==> src/rtl/calc_sequencer_pkg.sv <==
// calc_pkg: shared types and constants for the calculator sequencer.
//   op_t        - ALU operator encoding (add, sub, mul, div)
//   seq_state_t - sequencer FSM states; EMIT_NL exists only when
//                 CALC_SEQ_NEWLINE_EN is defined
//   ASCII_*     - characters written to the TX FIFO
package calc_pkg;

    typedef enum logic [1:0] {
        OP_ADD = 2'b00,
        OP_SUB = 2'b01,
        OP_MUL = 2'b10,
        OP_DIV = 2'b11
    } op_t;

    typedef enum logic [2:0] {
        ST_IDLE        = 3'd0,
        ST_LAUNCH      = 3'd1,
        ST_WAIT_ALU    = 3'd2,
        ST_CONVERT     = 3'd3,
        ST_EMIT_SIGN   = 3'd4,
        ST_EMIT_DIGITS = 3'd5,
`ifdef CALC_SEQ_NEWLINE_EN
        ST_EMIT_ERR    = 3'd6,
        ST_EMIT_NL     = 3'd7
`else
        ST_EMIT_ERR    = 3'd6
`endif
    } seq_state_t;

    localparam logic [7:0] ASCII_ZERO  = 8'h30;
    localparam logic [7:0] ASCII_MINUS = 8'h2D;
    localparam logic [7:0] ASCII_E     = 8'h45;
    localparam logic [7:0] ASCII_R     = 8'h52;
    localparam logic [7:0] ASCII_CR    = 8'h0D;
    localparam logic [7:0] ASCII_LF    = 8'h0A;

endpackage

==> src/rtl/calc_sequencer_if.sv <==
// calc_sequencer_if: operand/ALU/TX-FIFO signal bundle of the sequencer.
//   master modport - the sequencer side (drives ALU launch, TX writes, status)
//   slave  modport - the environment side (input processor, ALU, TX FIFO)
interface calc_sequencer_if #(
    parameter int DATA_WIDTH = 8,
    parameter int NUM_WIDTH  = 16,
    parameter int RES_WIDTH  = 32
);
    logic [NUM_WIDTH-1:0]  num1_in;
    logic [NUM_WIDTH-1:0]  num2_in;
    logic [1:0]            operator_in;
    logic                  start_calc_in;
    logic                  alu_start_o;
    logic [NUM_WIDTH-1:0]  alu_a_o;
    logic [NUM_WIDTH-1:0]  alu_b_o;
    logic [1:0]            alu_op_o;
    logic                  alu_done_in;
    logic [RES_WIDTH-1:0]  alu_result_in;
    logic                  alu_err_in;
    logic                  tx_full_in;
    logic                  tx_wen_o;
    logic [DATA_WIDTH-1:0] tx_data_o;
    logic                  busy_o;
    logic                  err_o;

    modport master (
        input  num1_in, num2_in, operator_in, start_calc_in,
        input  alu_done_in, alu_result_in, alu_err_in, tx_full_in,
        output alu_start_o, alu_a_o, alu_b_o, alu_op_o,
        output tx_wen_o, tx_data_o, busy_o, err_o
    );

    modport slave (
        output num1_in, num2_in, operator_in, start_calc_in,
        output alu_done_in, alu_result_in, alu_err_in, tx_full_in,
        input  alu_start_o, alu_a_o, alu_b_o, alu_op_o,
        input  tx_wen_o, tx_data_o, busy_o, err_o
    );
endinterface

==> src/rtl/calc_sequencer_bin2bcd.sv <==
// bin2bcd: sequential double-dabble binary to BCD converter.
//   clk, rst_n  - clock, synchronous active-low reset
//   start_i     - one-cycle pulse, loads bin_i
//   bin_i       - unsigned binary value
//   done_o      - one-cycle pulse, BIN_WIDTH+1 cycles after start_i
//   bcd_o       - DIGITS packed BCD nibbles, digit 0 in the low nibble
module bin2bcd #(
    parameter int BIN_WIDTH = 32,
    parameter int DIGITS    = 10
) (
    input  logic                  clk,
    input  logic                  rst_n,
    input  logic                  start_i,
    input  logic [BIN_WIDTH-1:0]  bin_i,
    output logic                  done_o,
    output logic [DIGITS*4-1:0]   bcd_o
);
    localparam int CNT_W = $clog2(BIN_WIDTH + 1);

    logic [BIN_WIDTH-1:0] r_bin;
    logic [DIGITS*4-1:0]  r_bcd;
    logic [CNT_W-1:0]     r_cnt;
    logic                 r_active;
    logic                 r_done;
    logic [DIGITS*4-1:0]  w_adj;
    logic                 w_unused_msb;

    // Add 3 to every digit >= 5 so the following shift carries correctly.
    always_comb begin
        w_adj = r_bcd;
        for (int i = 0; i < DIGITS; i++) begin
            if (r_bcd[4*i +: 4] >= 4'd5) begin
                w_adj[4*i +: 4] = r_bcd[4*i +: 4] + 4'd3;
            end
        end
    end

    // The top bit can never be set when DIGITS covers the input range.
    assign w_unused_msb = w_adj[DIGITS*4-1];

    always_ff @(posedge clk) begin
        if (!rst_n) begin
            r_bin    <= '0;
            r_bcd    <= '0;
            r_cnt    <= '0;
            r_active <= 1'b0;
            r_done   <= 1'b0;
        end else begin
            r_done <= 1'b0;
            if (start_i) begin
                r_bin    <= bin_i;
                r_bcd    <= '0;
                r_cnt    <= CNT_W'(BIN_WIDTH);
                r_active <= 1'b1;
            end else if (r_active) begin
                r_bcd <= {w_adj[DIGITS*4-2:0], r_bin[BIN_WIDTH-1]};
                r_bin <= r_bin << 1;
                r_cnt <= r_cnt - 1'b1;
                if (r_cnt == CNT_W'(1)) begin
                    r_active <= 1'b0;
                    r_done   <= 1'b1;
                end
            end
        end
    end

    assign done_o = r_done;
    assign bcd_o  = r_bcd;

endmodule

==> src/rtl/calc_sequencer.sv <==
// calc_sequencer: latches an operand pair, runs one ALU operation through a
// start/done handshake, converts the result to zero-suppressed decimal ASCII
// and streams it into the TX FIFO under full-flag backpressure.
//   clk, rst_n - clock, synchronous active-low reset
//   bus        - calc_sequencer_if.master: operands/request, ALU handshake,
//                TX FIFO write port, busy/err status
// Optional feature: define CALC_SEQ_NEWLINE_EN to terminate every line
// (result or "ERR") with CR, LF.
//
// state          | meaning
// ST_IDLE        | waiting for start_calc_in
// ST_LAUNCH      | alu_start_o pulse
// ST_WAIT_ALU    | waiting for alu_done_in or timeout
// ST_CONVERT     | binary to BCD conversion running
// ST_EMIT_SIGN   | writing '-'
// ST_EMIT_DIGITS | writing digits, most significant nonzero first
// ST_EMIT_ERR    | writing "ERR"
// ST_EMIT_NL     | writing CR, LF (newline build only)
module calc_sequencer
    import calc_pkg::*;
#(
    parameter int DATA_WIDTH = 8,
    parameter int NUM_WIDTH  = 16,
    parameter int RES_WIDTH  = 32,
    parameter int DIGITS     = 10,
    parameter int TIMEOUT    = 1024
) (
    input  logic             clk,
    input  logic             rst_n,
    calc_sequencer_if.master bus
);
    localparam int IDX_W = (DIGITS > 4) ? $clog2(DIGITS) : 2;
    localparam int TMO_W = $clog2(TIMEOUT);

    seq_state_t          r_state;
    seq_state_t          w_next;
    seq_state_t          w_line_end;
    logic [NUM_WIDTH-1:0] r_a;
    logic [NUM_WIDTH-1:0] r_b;
    op_t                 r_op;
    logic                r_err;
    logic                r_neg;
    logic [RES_WIDTH-1:0] r_mag;
    logic                r_bcd_start;
    logic [DIGITS*4-1:0] r_digits;
    logic [IDX_W-1:0]    r_idx;
    logic [TMO_W-1:0]    r_tmo;

    logic                w_bcd_done;
    logic [DIGITS*4-1:0] w_bcd;
    logic [IDX_W-1:0]    w_top_idx;
    logic [3:0]          w_digit;
    logic                w_neg;
    logic                w_tmo_hit;
    logic                w_emit;
    logic                w_wr;
    logic [7:0]          w_tx_data;

    bin2bcd #(
        .BIN_WIDTH (RES_WIDTH),
        .DIGITS    (DIGITS)
    ) u_bin2bcd (
        .clk     (clk),
        .rst_n   (rst_n),
        .start_i (r_bcd_start),
        .bin_i   (r_mag),
        .done_o  (w_bcd_done),
        .bcd_o   (w_bcd)
    );

`ifdef CALC_SEQ_NEWLINE_EN
    assign w_line_end = ST_EMIT_NL;
`else
    assign w_line_end = ST_IDLE;
`endif

    assign w_neg     = (r_op == OP_SUB) && bus.alu_result_in[RES_WIDTH-1];
    assign w_tmo_hit = (r_tmo == TMO_W'(TIMEOUT - 1));
    assign w_digit   = r_digits[4*r_idx +: 4];

    // Position of the most significant nonzero digit; 0 for a zero result,
    // which then emits the single digit '0'.
    always_comb begin
        w_top_idx = '0;
        for (int i = 0; i < DIGITS; i++) begin
            if (w_bcd[4*i +: 4] != 4'd0) begin
                w_top_idx = IDX_W'(i);
            end
        end
    end

    always_ff @(posedge clk) begin
        if (!rst_n) begin
            r_state <= ST_IDLE;
        end else begin
            r_state <= w_next;
        end
    end

    always_comb begin
        w_next = r_state;
        case (r_state)
            ST_IDLE:        if (bus.start_calc_in) w_next = ST_LAUNCH;
            ST_LAUNCH:      w_next = ST_WAIT_ALU;
            ST_WAIT_ALU: begin
                // done has priority over a coincident timeout
                if (bus.alu_done_in) begin
                    w_next = bus.alu_err_in ? ST_EMIT_ERR : ST_CONVERT;
                end else if (w_tmo_hit) begin
                    w_next = ST_EMIT_ERR;
                end
            end
            ST_CONVERT:     if (w_bcd_done) w_next = r_neg ? ST_EMIT_SIGN : ST_EMIT_DIGITS;
            ST_EMIT_SIGN:   if (w_wr) w_next = ST_EMIT_DIGITS;
            ST_EMIT_DIGITS: if (w_wr && (r_idx == '0)) w_next = w_line_end;
            ST_EMIT_ERR:    if (w_wr && (r_idx == IDX_W'(2))) w_next = w_line_end;
`ifdef CALC_SEQ_NEWLINE_EN
            ST_EMIT_NL:     if (w_wr && (r_idx == IDX_W'(1))) w_next = ST_IDLE;
`endif
            default:        w_next = ST_IDLE;
        endcase
    end

    // tx_data_o depends only on state and index, so it holds while full.
    always_comb begin
        w_emit    = 1'b0;
        w_tx_data = 8'h00;
        case (r_state)
            ST_EMIT_SIGN: begin
                w_emit    = 1'b1;
                w_tx_data = ASCII_MINUS;
            end
            ST_EMIT_DIGITS: begin
                w_emit    = 1'b1;
                w_tx_data = ASCII_ZERO + {4'h0, w_digit};
            end
            ST_EMIT_ERR: begin
                w_emit    = 1'b1;
                w_tx_data = (r_idx == '0) ? ASCII_E : ASCII_R;
            end
`ifdef CALC_SEQ_NEWLINE_EN
            ST_EMIT_NL: begin
                w_emit    = 1'b1;
                w_tx_data = (r_idx == '0) ? ASCII_CR : ASCII_LF;
            end
`endif
            default: ;
        endcase
        w_wr = w_emit && !bus.tx_full_in;
    end

    always_ff @(posedge clk) begin
        if (!rst_n) begin
            r_a         <= '0;
            r_b         <= '0;
            r_op        <= OP_ADD;
            r_err       <= 1'b0;
            r_neg       <= 1'b0;
            r_mag       <= '0;
            r_bcd_start <= 1'b0;
            r_digits    <= '0;
            r_idx       <= '0;
            r_tmo       <= '0;
        end else begin
            r_bcd_start <= 1'b0;
            case (r_state)
                ST_IDLE: begin
                    if (bus.start_calc_in) begin
                        r_a   <= bus.num1_in;
                        r_b   <= bus.num2_in;
                        r_op  <= op_t'(bus.operator_in);
                        r_err <= 1'b0;
                    end
                end
                ST_LAUNCH: r_tmo <= '0;
                ST_WAIT_ALU: begin
                    if (bus.alu_done_in) begin
                        if (bus.alu_err_in) begin
                            r_err <= 1'b1;
                            r_idx <= '0;
                        end else begin
                            r_neg       <= w_neg;
                            r_mag       <= w_neg ? (~bus.alu_result_in + RES_WIDTH'(1))
                                                 : bus.alu_result_in;
                            r_bcd_start <= 1'b1;
                        end
                    end else if (w_tmo_hit) begin
                        r_err <= 1'b1;
                        r_idx <= '0;
                    end else begin
                        r_tmo <= r_tmo + 1'b1;
                    end
                end
                ST_CONVERT: begin
                    if (w_bcd_done) begin
                        r_digits <= w_bcd;
                        r_idx    <= w_top_idx;
                    end
                end
                // the index ends each phase at 0, ready for the next one
                ST_EMIT_DIGITS: if (w_wr && (r_idx != '0)) r_idx <= r_idx - 1'b1;
                ST_EMIT_ERR:    if (w_wr) r_idx <= (r_idx == IDX_W'(2)) ? '0 : r_idx + 1'b1;
`ifdef CALC_SEQ_NEWLINE_EN
                ST_EMIT_NL:     if (w_wr) r_idx <= (r_idx == IDX_W'(1)) ? '0 : r_idx + 1'b1;
`endif
                default: ;
            endcase
        end
    end

    assign bus.alu_start_o = (r_state == ST_LAUNCH);
    assign bus.alu_a_o     = r_a;
    assign bus.alu_b_o     = r_b;
    assign bus.alu_op_o    = r_op;
    assign bus.tx_wen_o    = w_wr;
    assign bus.tx_data_o   = DATA_WIDTH'(w_tx_data);
    assign bus.busy_o      = (r_state != ST_IDLE);
    assign bus.err_o       = r_err;

endmodule
==> src/flat_wrapper.sv <==
// flat-port wrapper written by rule: the top's interface ports become plain ports
module calc_sequencer_flat import calc_pkg::*;
#(
    parameter int DATA_WIDTH = 8,
    parameter int NUM_WIDTH  = 16,
    parameter int RES_WIDTH  = 32,
    parameter int DIGITS     = 10,
    parameter int TIMEOUT    = 1024
)
  (clk, rst_n, bus_num1_in, bus_num2_in, bus_operator_in, bus_start_calc_in, bus_alu_done_in, bus_alu_result_in, bus_alu_err_in, bus_tx_full_in, bus_alu_start_o, bus_alu_a_o, bus_alu_b_o, bus_alu_op_o, bus_tx_wen_o, bus_tx_data_o, bus_busy_o, bus_err_o);
  calc_sequencer_if #(.DATA_WIDTH(DATA_WIDTH), .NUM_WIDTH(NUM_WIDTH), .RES_WIDTH(RES_WIDTH)) bus_i ();
  input  logic clk;
  input  logic rst_n;
  input wire logic [$bits(bus_i.num1_in)-1:0] bus_num1_in;
  input wire logic [$bits(bus_i.num2_in)-1:0] bus_num2_in;
  input wire logic [$bits(bus_i.operator_in)-1:0] bus_operator_in;
  input wire logic [$bits(bus_i.start_calc_in)-1:0] bus_start_calc_in;
  input wire logic [$bits(bus_i.alu_done_in)-1:0] bus_alu_done_in;
  input wire logic [$bits(bus_i.alu_result_in)-1:0] bus_alu_result_in;
  input wire logic [$bits(bus_i.alu_err_in)-1:0] bus_alu_err_in;
  input wire logic [$bits(bus_i.tx_full_in)-1:0] bus_tx_full_in;
  output wire logic [$bits(bus_i.alu_start_o)-1:0] bus_alu_start_o;
  output wire logic [$bits(bus_i.alu_a_o)-1:0] bus_alu_a_o;
  output wire logic [$bits(bus_i.alu_b_o)-1:0] bus_alu_b_o;
  output wire logic [$bits(bus_i.alu_op_o)-1:0] bus_alu_op_o;
  output wire logic [$bits(bus_i.tx_wen_o)-1:0] bus_tx_wen_o;
  output wire logic [$bits(bus_i.tx_data_o)-1:0] bus_tx_data_o;
  output wire logic [$bits(bus_i.busy_o)-1:0] bus_busy_o;
  output wire logic [$bits(bus_i.err_o)-1:0] bus_err_o;
  assign bus_i.num1_in = bus_num1_in;
  assign bus_i.num2_in = bus_num2_in;
  assign bus_i.operator_in = bus_operator_in;
  assign bus_i.start_calc_in = bus_start_calc_in;
  assign bus_i.alu_done_in = bus_alu_done_in;
  assign bus_i.alu_result_in = bus_alu_result_in;
  assign bus_i.alu_err_in = bus_alu_err_in;
  assign bus_i.tx_full_in = bus_tx_full_in;
  assign bus_alu_start_o = bus_i.alu_start_o;
  assign bus_alu_a_o = bus_i.alu_a_o;
  assign bus_alu_b_o = bus_i.alu_b_o;
  assign bus_alu_op_o = bus_i.alu_op_o;
  assign bus_tx_wen_o = bus_i.tx_wen_o;
  assign bus_tx_data_o = bus_i.tx_data_o;
  assign bus_busy_o = bus_i.busy_o;
  assign bus_err_o = bus_i.err_o;
  calc_sequencer #(.DATA_WIDTH(DATA_WIDTH), .NUM_WIDTH(NUM_WIDTH), .RES_WIDTH(RES_WIDTH), .DIGITS(DIGITS), .TIMEOUT(TIMEOUT)) u_core (.clk(clk), .rst_n(rst_n), .bus(bus_i));
endmodule
==> config.mk <==
export PLATFORM = sky130hd
export DESIGN_NAME = calc_sequencer_flat
export DESIGN_NICKNAME = d
export VERILOG_FILES = /design/src/rtl/calc_sequencer_pkg.sv /design/src/rtl/calc_sequencer_if.sv /design/src/rtl/calc_sequencer_bin2bcd.sv /design/src/rtl/calc_sequencer.sv /design/src/flat_wrapper.sv
export SDC_FILE = /design/constraint.sdc
export NUM_CORES = 1
export LEC_CHECK = 0
export CORE_UTILIZATION = 48
export CTS_CLUSTER_DIAMETER = 30
export DETAILED_ROUTE_END_ITERATION = 8
export DONT_BUFFER_PORTS = 1
export GPL_ROUTABILITY_DRIVEN = 0
export PLACE_DENSITY = 0.61
export SLEW_MARGIN = 10
export SYNTH_ARGS = -nofsm -noshare
export SYNTH_HDL_FRONTEND = slang
export SYNTH_SLANG_ARGS = --single-unit
==> constraint.sdc <==
create_clock -name clk -period 3.2 [get_ports clk]
set_input_delay 0.48 -clock clk [delete_from_list [all_inputs] [get_ports clk]]
set_output_delay 0.48 -clock clk [all_outputs]
set_load 0.02 [all_outputs]
==> reports/metrics.cfg <==
[run_status]
status = finished, final reports clean

[critical_path]
critical_path.slowest_cell = sky130_fd_sc_hd__dfxtp_1
timing.setup.critical_path_class = flip-flop to output port
cp_slowest_stage_delay_ns = 0.71
critPathArrivalTime_ns = 2.44
worst-r2r-cell-count = 4
worstPathCellList = mux4_2 > mux2i_1 > o22a_1 > o21ai_0 > buf_4
cp_delay_by_family_top = multiplexers
worst_setup_path_end_kind = output port
critical_path_required_ns = 2.72
critPathMaxFanout = 11
critical_path_cell_count = 5
worstSetupStartpointType = flip-flop
worst-path-buf-inv = 1

[timing]
grt_setup_unrepaired = no
worst-slew-pin-transition_ns = 1.055
setup_total_negative_slack_ns = 0
layout_min_cycle_time_ns = 2.917
fin_crit_sh_pct = 91.16
hold_viol = 0
finalHoldWorstSlack_ns = 0.07928
achievable-frequency_ghz = 0.3428
maxSlewHeadroom_pct = 29.69
clock_skew_ns = 0.02325
finalSetupViolCount = 0
report.final.slew_viol_count = 0

[finish]
diodes = 0
area_delta_synth_final_pct = 18.77
post-route-cell-area_mm2 = 0.01206
layout_commonest_cell = sky130_fd_sc_hd__nand2_1
layout.cells.most_common_list = sky130_fd_sc_hd__nand2_1, sky130_fd_sc_hd__dfxtp_1, sky130_fd_sc_hd__a21oi_1, sky130_fd_sc_hd__nor2_1, sky130_fd_sc_hd__mux2i_1
fraction_of_final_layout_cells_with_drive_strength_greater_than_1_pct = 9.930
finish.cell_count_without_fillers = 1559
num-nets-final = 1350

[cts]
tritoncts_sinks = 206
cts.repair.resized = 0
h-tree-depth = 2
clock_path_buffers = 3
cts-buffers-inserted = 47
cts_hold_buf = 0
cts_root_buf = sky130_fd_sc_hd__clkbuf_16
insertion_delay_ns = 0.53
clk_pin_slew_worst_setup_hold_paths_ns = 0.05
setup_repair_bufs_after_cts = 0
cts_tree = done

[grt]
antenna_found_initial = 0
grt_pass1_wl_um = 42300
grtUsageTotal_pct = 23.63
grt_max_degree = 67
overflow_left_after_global_routing = 0
first_global_vias = 8490

[logic_synthesis]
postSynthNetCount = 1363
post_synthesis_mean_instance_area_um2 = 8.038
yosys.area.top_type = sky130_fd_sc_hd__dfxtp_1
synth_flop_cell = sky130_fd_sc_hd__dfxtp_1
synth_top_area_share_pct = 40.62
ys_ff_latch = 206
synth_enable_flop_cells = 0
synth_top_cells_by_area = sky130_fd_sc_hd__dfxtp_1, sky130_fd_sc_hd__a21oi_1, sky130_fd_sc_hd__nand2_1, sky130_fd_sc_hd__mux2i_1, sky130_fd_sc_hd__nor2_1
mappedNetlistArea_mm2 = 0.01015
number_of_distinct_library_cells_after_synthesis = 65
seq_area_frac_synth_pct = 40.62
synth-warning-count = 0
async_reset_ff_share_pct = 0
post_synth_inst_count = 1263

[floorplan]
design.core.area_mm2 = 0.02049
row_count = 52
pin_count = 118
die_width_um = 147.4
fp.dieArea_mm2 = 0.02174
chipHeight_um = 147.4
effective_utilization_at_floorplan_pct = 49.54

[place]
dpl.hpwl_um = 16290
place.port_buffers = 0
post_dp_cell_area_mm2 = 0.01031
numPlacedInstances = 1471

[routing]
dr.pass1.iters = 4
num_vias = 8562
route.detailed.vias_per_inst = 5.492
route.antenna.remaining_nets = 0
drt-wirelength-per-cell_um = 15.97
drt-initial-drc-count = 510
drc = 0
route.final.wire_length_um = 24900

[flow_run]
drv_cap = 0

[worst_hold_path]
worst_min_delay_path_category = primary input to flip-flop
hold_depth = 2

[power_and_ir_drop]
powerDensity_mw_per_mm2 = 778.0
ir_worst_vdd_uv = 486.2
leakagePower_nw = 4.302

[cells in the mapped netlist (all sizes together) (28+ instances only)]
cell type and n:
nand2 218, dfxtp 206, a21oi 163, nor2 137
mux2i 57, o21ai 51, clkbuf 46, inv 39
xnor2 39, buf 36, nand3 35, ha 28
[metrics by stage]
stage / utilization (%) / setup slack, ns / power, mW
after detailed placement: 50.31 / 0.8158 / 4.229
after global placement: 50.31 / 0.8446 / 4.226
after CTS: 58.83 / 0.2446 / 9.462
after floorplan: - / 0.8877 / 3.979
after global routing: 58.83 / 0.08586 / 9.755
final: 58.83 / 0.2827 / 9.381
[cell families (layout without fill, tap and decap cells)]
kind of cell	Yosys count	count (layout)	synth area share [%]
flip-flops	206	206	40.62
XOR/XNOR	54	54	4.659
AO/OA/AOI/OAI	300	300	17.08
buffers and inverters	121	147	4.905
AND/OR/NAND/NOR	488	488	21.85
multiplexers	65	65	7.395
adder cells (fa/ha/maj)	28	28	3.451
other	1	1	0.03694
[worst reg2reg max path: cells and delay by family, from the launching register on]
kind / cells / cell delay (ns)
DFF: 1 / 0.65
and+or+nand+nor: 4 / 1.57
[flip-flops by register name (all words and copies together) (netlist names), 4 cells and up]
name and count:
u_core.bus.alu_a_o 16, u_core.bus.alu_b_o 16, u_core.r_digits 40, u_core.r_idx 4, u_core.r_mag 32, u_core.r_tmo 10, u_core.u_bin2bcd.bcd_o 40, u_core.u_bin2bcd.r_bin 32
u_core.u_bin2bcd.r_cnt 6
[report_power, final]
part	leakage (nW)	internal, mW	switching [mW]	total, mW
registers	1.67	2.73	0.349	3.08
clock network	0.846	3.71	1.49	5.19
logic	1.79	0.431	0.674	1.10
total	4.30	6.87	2.51	9.38
[final timing paths]
kind / from / end / slack (ns)
worst min-delay path: bus_num2_in[3] / u_core.bus.alu_b_o[3]$_SDFFE_PN0P_ / 0.08
worst max register to register: u_core.r_state[1]$_SDFFE_PN0P_ / u_core.r_mag[19]$_SDFFE_PN0P_ / 0.95
worst min register to register: u_core.r_neg$_SDFFE_PN0P_ / u_core.r_neg$_SDFFE_PN0P_ / 0.45
worst max-delay path: u_core.r_idx[0]$_SDFFE_PN0P_ / bus_tx_data_o[1] / 0.28
[per-layer routing]
layer | vias up | track usage (%) | part of all wire (%) | routed length (um)
li1 | 4322 | - | - | -
met1 | 3997 | 30.91 | 47 | 11610
met2 | 205 | 37.52 | 45 | 11220
met3 | 38 | 6.358 | 6.4 | 1594
met4 | 0 | 8.196 | 1.9 | 467
met5 | - | 0 | 0 | 0
[final cells by class]
| cell class | instances | area (um2) |
|---|---|---|
| fill | 1912 | 8437 |
| multi-input combinational | 936 | 5533 |
| sequential | 206 | 4129 |
| clock buffer | 66 | 1379 |
| clock inverter | 22 | 367.9 |
| tap | 270 | 337.8 |
| timing repair buffer | 20 | 162.7 |
| inverter | 39 | 148.9 |
Power figures use the tool's default switching activity.
